[src/rtl/video_timing_pkg.sv]
// ============================================================================
// video_timing_pkg : shared raster timing constants, helpers, types | rev 1.0
// ============================================================================
`default_nettype none

package video_timing_pkg;

  localparam int DEF_ACTIVE_H = 1280;
  localparam int DEF_FP_H     = 110;
  localparam int DEF_SYNC_H   = 40;
  localparam int DEF_BP_H     = 220;
  localparam int DEF_ACTIVE_V = 720;
  localparam int DEF_FP_V     = 5;
  localparam int DEF_SYNC_V   = 5;
  localparam int DEF_BP_V     = 20;
  localparam int DEF_FPS      = 60;

  function automatic int total_h(input int active, input int fp, input int sync, input int bp);
    return active + fp + sync + bp;
  endfunction

  function automatic int total_v(input int active, input int fp, input int sync, input int bp);
    return active + fp + sync + bp;
  endfunction

  // Never narrower than one bit, so a modulus of 1 still yields a legal vector.
  function automatic int cnt_width(input int modulus);
    return (modulus <= 2) ? 1 : $clog2(modulus);
  endfunction

  localparam int DEF_TOTAL_H = total_h(DEF_ACTIVE_H, DEF_FP_H, DEF_SYNC_H, DEF_BP_H);
  localparam int DEF_TOTAL_V = total_v(DEF_ACTIVE_V, DEF_FP_V, DEF_SYNC_V, DEF_BP_V);
  localparam int DEF_H_W     = cnt_width(DEF_TOTAL_H);
  localparam int DEF_V_W     = cnt_width(DEF_TOTAL_V);
  localparam int DEF_FC_W    = cnt_width(DEF_FPS);

  typedef struct packed {
    logic hs;
    logic vs;
    logic ad;
    logic nf;
  } sync_flags_t;

endpackage

`default_nettype wire

[src/rtl/wrap_counter.sv]
// ============================================================================
// wrap_counter : enabled modulo counter with wrap pulse and look-ahead | rev 1.0
// ============================================================================
`default_nettype none

module wrap_counter
  import video_timing_pkg::*;
#(
  parameter  int MODULUS   = 2,
  parameter  int RESET_VAL = 0,
  localparam int W         = cnt_width(MODULUS)
) (
  input  logic         clk,
  input  logic         rst_n,
  input  logic         en,
  output logic [W-1:0] count,
  output logic [W-1:0] count_next,
  output logic         wrap
);

  localparam logic [W-1:0] LAST = W'(MODULUS - 1);
  localparam logic [W-1:0] INIT = W'(RESET_VAL);

  assign wrap = en && (count == LAST);

  always_comb begin
    count_next = count;
    if (en) begin
      count_next = (count == LAST) ? '0 : count + W'(1);
    end
  end

  always_ff @(posedge clk or negedge rst_n) begin
    if (!rst_n) begin
      count <= INIT;
    end else begin
      count <= count_next;
    end
  end

endmodule

`default_nettype wire

[src/rtl/video_sig_gen.sv]
// ============================================================================
// video_sig_gen : registered raster timing generator (counters, syncs, frame) | rev 1.0
// ============================================================================
`default_nettype none

module video_sig_gen
  import video_timing_pkg::*;
#(
  parameter  int ACTIVE_H = DEF_ACTIVE_H,
  parameter  int FP_H     = DEF_FP_H,
  parameter  int SYNC_H   = DEF_SYNC_H,
  parameter  int BP_H     = DEF_BP_H,
  parameter  int ACTIVE_V = DEF_ACTIVE_V,
  parameter  int FP_V     = DEF_FP_V,
  parameter  int SYNC_V   = DEF_SYNC_V,
  parameter  int BP_V     = DEF_BP_V,
  parameter  int FPS      = DEF_FPS,
  localparam int TOTAL_H  = total_h(ACTIVE_H, FP_H, SYNC_H, BP_H),
  localparam int TOTAL_V  = total_v(ACTIVE_V, FP_V, SYNC_V, BP_V),
  localparam int H_W      = cnt_width(TOTAL_H),
  localparam int V_W      = cnt_width(TOTAL_V),
  localparam int FC_W     = cnt_width(FPS)
) (
  input  logic            clk_in,
  input  logic            rst_in,
  output logic [H_W-1:0]  hcount_out,
  output logic [V_W-1:0]  vcount_out,
  output logic            hs_out,
  output logic            vs_out,
  output logic            ad_out,
  output logic            nf_out,
  output logic [FC_W-1:0] fc_out
);

  localparam logic [H_W-1:0] ACT_H    = H_W'(ACTIVE_H);
  localparam logic [H_W-1:0] HS_START = H_W'(ACTIVE_H + FP_H);
  localparam logic [H_W-1:0] HS_END   = H_W'(ACTIVE_H + FP_H + SYNC_H);
  localparam logic [V_W-1:0] ACT_V    = V_W'(ACTIVE_V);
  localparam logic [V_W-1:0] VS_START = V_W'(ACTIVE_V + FP_V);
  localparam logic [V_W-1:0] VS_END   = V_W'(ACTIVE_V + FP_V + SYNC_V);

  logic [H_W-1:0]  h_next;
  logic [V_W-1:0]  v_next;
  logic            h_wrap;
  logic            v_wrap_unused;
  logic [FC_W-1:0] fc_next_unused;
  logic            fc_wrap_unused;
  sync_flags_t     flags_next;
  sync_flags_t     flags_q;

  // Parked at the last position so the first edge after reset lands on (0,0).
  wrap_counter #(.MODULUS(TOTAL_H), .RESET_VAL(TOTAL_H - 1)) u_hcnt (
    .clk        (clk_in),
    .rst_n      (rst_in),
    .en         (1'b1),
    .count      (hcount_out),
    .count_next (h_next),
    .wrap       (h_wrap)
  );

  wrap_counter #(.MODULUS(TOTAL_V), .RESET_VAL(TOTAL_V - 1)) u_vcnt (
    .clk        (clk_in),
    .rst_n      (rst_in),
    .en         (h_wrap),
    .count      (vcount_out),
    .count_next (v_next),
    .wrap       (v_wrap_unused)
  );

  wrap_counter #(.MODULUS(FPS), .RESET_VAL(0)) u_fcnt (
    .clk        (clk_in),
    .rst_n      (rst_in),
    .en         (nf_out),
    .count      (fc_out),
    .count_next (fc_next_unused),
    .wrap       (fc_wrap_unused)
  );

  // Decode the position the counters move to, so flags and counters share a register stage.
  always_comb begin
    flags_next    = '0;
    flags_next.ad = (h_next < ACT_H) && (v_next < ACT_V);
    flags_next.hs = (h_next >= HS_START) && (h_next < HS_END);
    flags_next.vs = (v_next >= VS_START) && (v_next < VS_END);
    flags_next.nf = (h_next == ACT_H) && (v_next == ACT_V);
  end

  always_ff @(posedge clk_in or negedge rst_in) begin
    if (!rst_in) begin
      flags_q <= '0;
    end else begin
      flags_q <= flags_next;
    end
  end

  assign hs_out = flags_q.hs;
  assign vs_out = flags_q.vs;
  assign ad_out = flags_q.ad;
  assign nf_out = flags_q.nf;

endmodule

`default_nettype wire

[config.mk]
export PLATFORM = sky130hd
export DESIGN_NAME = video_sig_gen
export DESIGN_NICKNAME = d
export VERILOG_FILES = /design/src/rtl/video_timing_pkg.sv /design/src/rtl/wrap_counter.sv /design/src/rtl/video_sig_gen.sv
export SDC_FILE = /design/constraint.sdc
export NUM_CORES = 1
export LEC_CHECK = 0
export CELL_PAD_IN_SITES_DETAIL_PLACEMENT = 1
export CELL_PAD_IN_SITES_GLOBAL_PLACEMENT = 1
export CORE_MARGIN = 2
export CORE_UTILIZATION = 40
export CTS_CLUSTER_SIZE = 14
export DETAILED_ROUTE_END_ITERATION = 8
export PLACE_DENSITY = 0.76
export SLEW_MARGIN = 20
export SYNTH_ARGS = -nofsm -noshare
export SYNTH_HDL_FRONTEND = slang
export SYNTH_SLANG_ARGS = --single-unit
[constraint.sdc]
create_clock -name clk_in -period 4.9 [get_ports clk_in]
set_clock_uncertainty 0.15 [all_clocks]
set_input_delay 1.225 -clock clk_in [delete_from_list [all_inputs] [get_ports clk_in]]
set_output_delay 1.225 -clock clk_in [all_outputs]
set_load 0.03 [all_outputs]
==> results of run 1 <==
-- sequential cells by signal, indices dropped and copies added (netlist names) --
name          cells
u_hcnt.count     11
hs_out            1
vs_out            1
u_fcnt.count      6
ad_out            1
nf_out            1
u_vcnt.count     10
-- through the flow --
stage	instances	instance area [um2]
2_1_floorplan	200	1940
3_3_place_gp	280	2290
3_5_place_dp	280	2290
4_1_cts	288	2410
5_1_grt	288	2410
6_report	288	2410
-- area by class of cell --
class,instances,area [um2],area share (%)
inverters,13,48.8,2.03
well taps,54,67.6,2.81
clock buffers,6,82.6,3.43
flip-flops and latches,31,792,32.9
multi-input cells,148,1050,43.6
repair buffers,34,330,13.7
clock inverters,2,35.0,1.46
-- worst register-to-register path: stages (launching register included) --
cell and delay, ps:
dfrtp_1 480, or4_4 590, nor3_2 760, and4_1 340, xnor2_1 230, nand4b_4 190, a2111oi_2 330
-- cell usage in the layout (no fill, tap or decap), types with 2 or more instances in the layout --
cell,instances
clkdlybuf4s50_1,31
dfrtp_1,18
nor2_1,17
nand2_1,15
dfstp_2,13
nand3_1,12
inv_1,11
xor2_1,9
o21ai_0,9
xnor2_1,8
and3_1,7
nor3_1,7
nand4_1,6
a21oi_1,6
clkbuf_8,6
ha_1,5
nor4_2,3
mux2_2,3
o21a_1,3
or3_1,2
clkinv_1,2
a21o_1,2
o2111ai_1,2
nor4_1,2
o211ai_1,2
o311ai_0,2
nand2b_1,2
a211o_1,2
buf_4,2
-- final timing paths --
path                                          endpoint  cells after the start                         from  slack [ps]
max                                   vs_out$_DFF_PN0_                      6    u_hcnt.count[2]$_DFF_PN0_        1720
min                        u_fcnt.count[4]$_DFFE_PN0P_                      1  u_fcnt.count[4]$_DFFE_PN0P_         380
max reg2reg                           vs_out$_DFF_PN0_                      6    u_hcnt.count[2]$_DFF_PN0_        1720
min reg2reg                u_fcnt.count[4]$_DFFE_PN0P_                      1  u_fcnt.count[4]$_DFFE_PN0P_         380
max in group asynchronous    u_hcnt.count[4]$_DFF_PN1_                      2                       rst_in        3260
min in group asynchronous  u_fcnt.count[2]$_DFFE_PN0P_                      1                       rst_in         750
-- metal layers --
metal,global-route usage [%],vias up,share of wire (%)
met4,6.67,0,1.3
met1,28.5,816,47
met2,31.0,43,48
met5,0,-,0
met3,5.76,8,3.9
li1,-,790,-
-- synth_stat cells (all sizes together) (3+ instances only) --
library cell and n:
nand3 12, xor2 9, nand2 15, buf 3, mux2 3, nor2 18
o21a 3, nor4 5, ha 5, and3 8, dfstp 13, a21oi 6
dfrtp 18, xnor2 9, nand4 7, inv 11, o21ai 9, nor3 8
clkbuf 5
-- cell families (layout without fill, tap and decap cells) --
group	count (synthesis)	in the layout	synth area share, %
xor+xnor	18	18	9.11
flops	31	31	40.9
fa+ha+maj	5	5	3.23
mux	3	3	1.74
compound gates	37	37	14.1
simple gates	85	85	26.0
buf+inv	21	55	4.91
-- power by group --
group | switching [mW] | total (mW) | internal [mW]
Sequential | 0 | 0.256 | 0.256
Clock | 0.0951 | 0.259 | 0.164
Combinational | 0.00494 | 0.00624 | 0.00130
==> flow_summary.json, run 1 <==
{
  "outcome": "complete, no violations",
  "antenna_found_initial": 0,
  "rsz0062_at_grt": "no",
  "firstDrtPassIters": 4,
  "numCtsBuffers": 5,
  "areaGrowthSynthToFinish_pct": 24.2,
  "cpPeakStageDelay_ps": 760,
  "wirelength_um": 5000,
  "hold_ws_ps": 384,
  "fin_nets": 240,
  "dr_total_vias": 1657,
  "num_rows": 25,
  "slew_viol_final": 0,
  "io_pins": 33,
  "htree_levels": 2,
  "final_hold_viol_count": 0,
  "synth_edf_count": 0,
  "dp_hpwl_um": 3800,
  "cts_sinks": 31,
  "cp_num_buf_inv": 0,
  "hp-class": "reg2reg",
  "end_kind": "flip-flop",
  "finalSetupViolations": 0,
  "gr-usage-all-layers_pct": 20.6,
  "post-cts-setup-buffer-count": 0,
  "place_congestion": 0.816,
  "total_power_mw": 0.522,
  "cp_slowest_cell": "nor3_2",
  "netlist-cell-type-count": 51,
  "max_freq_mhz": 314,
  "syn_avg_cell_area_um2": 9.68,
  "cap_violations": 0,
  "synth_cells": 200,
  "grt_pass1_vias": 1655,
  "drive_gt1_share_pct": 17.5,
  "ys_seq_area_share_pct": 40.9,
  "setup_tns_ps": 0,
  "mappedNetlistArea_mm2": 0.00194,
  "setup_ws_ps": 1720,
  "ctsHoldBuffers": 0,
  "crit_chain": "or4_4 -> nor3_2 -> and4_1 -> xnor2_1 -> nand4b_4 -> a2111oi_2",
  "nFillCells": 550,
  "p_per_area_mw_per_mm2": 217,
  "clk_latency_ps": 280,
  "synthTopCellsByArea": "dfrtp_1 23%, dfstp_2 18%, xor2_1 4.1%, xnor2_1 3.6%, nor2_1 3.3%",
  "n_antenna_cell": 0,
  "drt-wirelength-per-cell_um": 17.4,
  "synthesis.nets": 207,
  "globalRouteOverflowTotal": 0,
  "dieArea_mm2": 0.00541,
  "min_period_over_period_pct": 64.9,
  "critical_path.top_delay_family": "simple AND/OR/NAND/NOR gates",
  "cts_tree": "yes",
  "ir_worst_vdd_mv": 0.138,
  "arrival_ps": 3200,
  "start_kind": "flip-flop",
  "yosys.area.top_type": "dfrtp_1",
  "cts.repair.resized": 0,
  "start_util_pct": 41.3,
  "grt_max_degree": 24,
  "clockRootBuffer": "clkbuf_8",
  "grt_pass1_wl_um": 8310,
  "slew_headroom_pct": 38.2,
  "drt-initial-drc-count": 76,
  "path_class": "reg2reg",
  "drc": 0,
  "clk_pin_slew_worst_paths_ps": 70,
  "fin_crit_ps": 3180,
  "worstPathRequired_ps": 4920,
  "utilization_pct": 51.3,
  "yosysTopAreaCellShare_pct": 23.3,
  "core_mm2": 0.00469,
  "yosysWarnings": 0,
  "port_buffers": 32,
  "die_h_um": 73.6,
  "chipWidth_um": 73.6,
  "worstPathMaxFanout": 11,
  "ys_async_sr_fraction_pct": 100,
  "cts_max_path_buffers": 2,
  "tightest_slew_ps": 922,
  "ant_nets": 0,
  "synth_flop_cell": "dfrtp_1",
  "dp_slack_ps": 1750,
  "ys_ff_latch": 31,
  "p_leak_nw": 1.00,
  "routed_via_density": 5.75
}
Note: power is estimated with default switching activity, not from simulation.
==> run 2: changes to the inputs <==
clock period = 3.2 ns   (was 4.9 ns; I/O delays follow)
==> flow_summary.json, run 2 (synthesis results as in run 1) <==
{
  "outcome": "complete, no violations",
  "pwr-share-comb_pct": 1.3,
  "cp_num_buf_inv": 1,
  "tightest_slew_ps": 643,
  "setup_tns_ps": 0,
  "dp_hpwl_um": 3600,
  "met1_length_um": 2470,
  "clk_latency_ps": 280,
  "clk_pin_slew_worst_paths_ps": 70,
  "p_per_area_mw_per_mm2": 292,
  "die_h_um": 73.6,
  "htree_levels": 2,
  "port_buffers": 32,
  "arrival_ps": 2870,
  "antenna_found_initial": 0,
  "areaGrowthSynthToFinish_pct": 24.5,
  "wirelength_um": 4930,
  "dr_total_vias": 1625,
  "final_hold_viol_count": 0,
  "fin_nets": 245,
  "cts_sinks": 31,
  "total_power_mw": 0.705,
  "io_pins": 33,
  "top_layer_used": "met4",
  "grt_pass1_wl_um": 8360,
  "drive_gt1_share_pct": 18.0,
  "ir_worst_vdd_mv": 0.160,
  "cap_violations": 0,
  "cts_max_path_buffers": 2,
  "core_mm2": 0.00469,
  "cts.repair.resized": 0,
  "ctsHoldBuffers": 0,
  "grt_max_degree": 32,
  "min_period_over_period_pct": 89.2,
  "dr_wl_met3_um": 181,
  "p_leak_nw": 1.01,
  "start_kind": "flip-flop",
  "switching_share_pct": 22.4,
  "gr-usage-all-layers_pct": 20.1,
  "end_kind": "flip-flop",
  "largest_registers": "u_hcnt.count (11), u_vcnt.count (10), u_fcnt.count (6)",
  "critical_path.top_delay_family": "simple AND/OR/NAND/NOR gates",
  "numCtsBuffers": 5,
  "finalSetupViolations": 0,
  "regMostFlops": "u_hcnt.count",
  "p_clk_share_pct": 43.0,
  "drt-initial-drc-count": 83,
  "p_sw_mw": 0.158,
  "slew_viol_final": 0,
  "num_rows": 25,
  "globalRouteOverflowTotal": 0,
  "post-cts-setup-buffer-count": 0,
  "p_seq_share_pct": 55.7,
  "rsz0062_at_grt": "no",
  "chipWidth_um": 73.6,
  "worstPathMaxFanout": 10,
  "p_int_mw": 0.547,
  "cts_tree": "yes",
  "grt_pass1_vias": 1658,
  "met2_length_um": 2230,
  "worstPathRequired_ps": 3210,
  "drt-wirelength-per-cell_um": 16.8,
  "place_congestion": 0.885,
  "cpPeakStageDelay_ps": 590,
  "routed_via_density": 5.55,
  "crit_chain": "or4_4 -> nor3_2 -> buf_4 -> nand4_4 -> xnor2_4 -> a21oi_1 -> a2111oi_2",
  "fin_crit_ps": 2860,
  "path_class": "reg2reg",
  "cp_slowest_cell": "or4_4",
  "n_antenna_cell": 0,
  "ant_nets": 0,
  "firstDrtPassIters": 4,
  "largest_reg_flops": 11,
  "start_util_pct": 41.3,
  "hp-class": "reg2reg",
  "clockRootBuffer": "clkbuf_8",
  "drc": 0,
  "dieArea_mm2": 0.00541,
  "max_freq_mhz": 350,
  "layout_commonest_cell": "clkdlybuf4s50_1",
  "most-common-layout-cells": "32 x clkdlybuf4s50_1, 18 x dfrtp_1, 17 x nor2_1",
  "slew_headroom_pct": 56.7
}
run 2: cell types whose count changed in the layout (fill, tap and decap cells not counted), sizes merged:
| cell | before | now |
|---|---|---|
| clkbuf | 6 | 7 |
| clkdlybuf4s50 | 31 | 32 |
| bufinv | 1 | 0 |
| buf | 3 | 7 |
run 2: cell type report:
class / count / area, um2
Timing Repair Buffer: 39 / 373
Sequential cell: 31 / 792
Multi-Input combinational cell: 148 / 1050
Inverter: 13 / 48.8
Tap cell: 54 / 67.6
Clock inverter: 1 / 5.00
Clock buffer: 7 / 76.3
Fill cell: 569 / 2280
run 2: per-stage QoR:
stage               hold slack (ps)  util [%]  instances  instance area (um2)  setup slack, ps
floorplan                       354         -        200                 1940              437
global placement                356      49.7        285                 2330              483
detailed placement              363      49.7        285                 2330              361
CTS                             372      51.4        293                 2410              342
global route                    388      51.4        293                 2410              183
finish                          364      51.4        293                 2410              345
run 2: worst paths after layout:
kind                       slack (ps)                   startpoint                          end  cells after the start
hold reg to reg                   360  u_fcnt.count[4]$_DFFE_PN0P_  u_fcnt.count[4]$_DFFE_PN0P_                      1
min in group asynchronous         760                       rst_in  u_fcnt.count[2]$_DFFE_PN0P_                      2
hold / removal                    360  u_fcnt.count[4]$_DFFE_PN0P_  u_fcnt.count[4]$_DFFE_PN0P_                      1
max in group asynchronous        1810                       rst_in    u_hcnt.count[6]$_DFF_PN1_                      2
setup / recovery                  340    u_hcnt.count[2]$_DFF_PN0_             vs_out$_DFF_PN0_                      7
setup reg to reg                  340    u_hcnt.count[2]$_DFF_PN0_             vs_out$_DFF_PN0_                      7
run 2: layer usage:
| metal | track usage [%] | up-vias |
|---|---|---|
| met5 | 0 | - |
| met4 | 5.45 | 0 |
| met3 | 3.29 | 6 |
| met2 | 31.1 | 28 |
| met1 | 29.2 | 797 |
| li1 | - | 794 |
run 2: power groups by stage:
stage	Sequential [mW]	Clock, mW	Combinational (mW)
after floorplan	0.399	0	0.000000463
after global placement	0.399	0	0.0102
after detailed placement	0.399	0	0.0102
after CTS	0.393	0.313	0.0101
after global routing	0.392	0.330	0.0111
final	0.393	0.303	0.00932
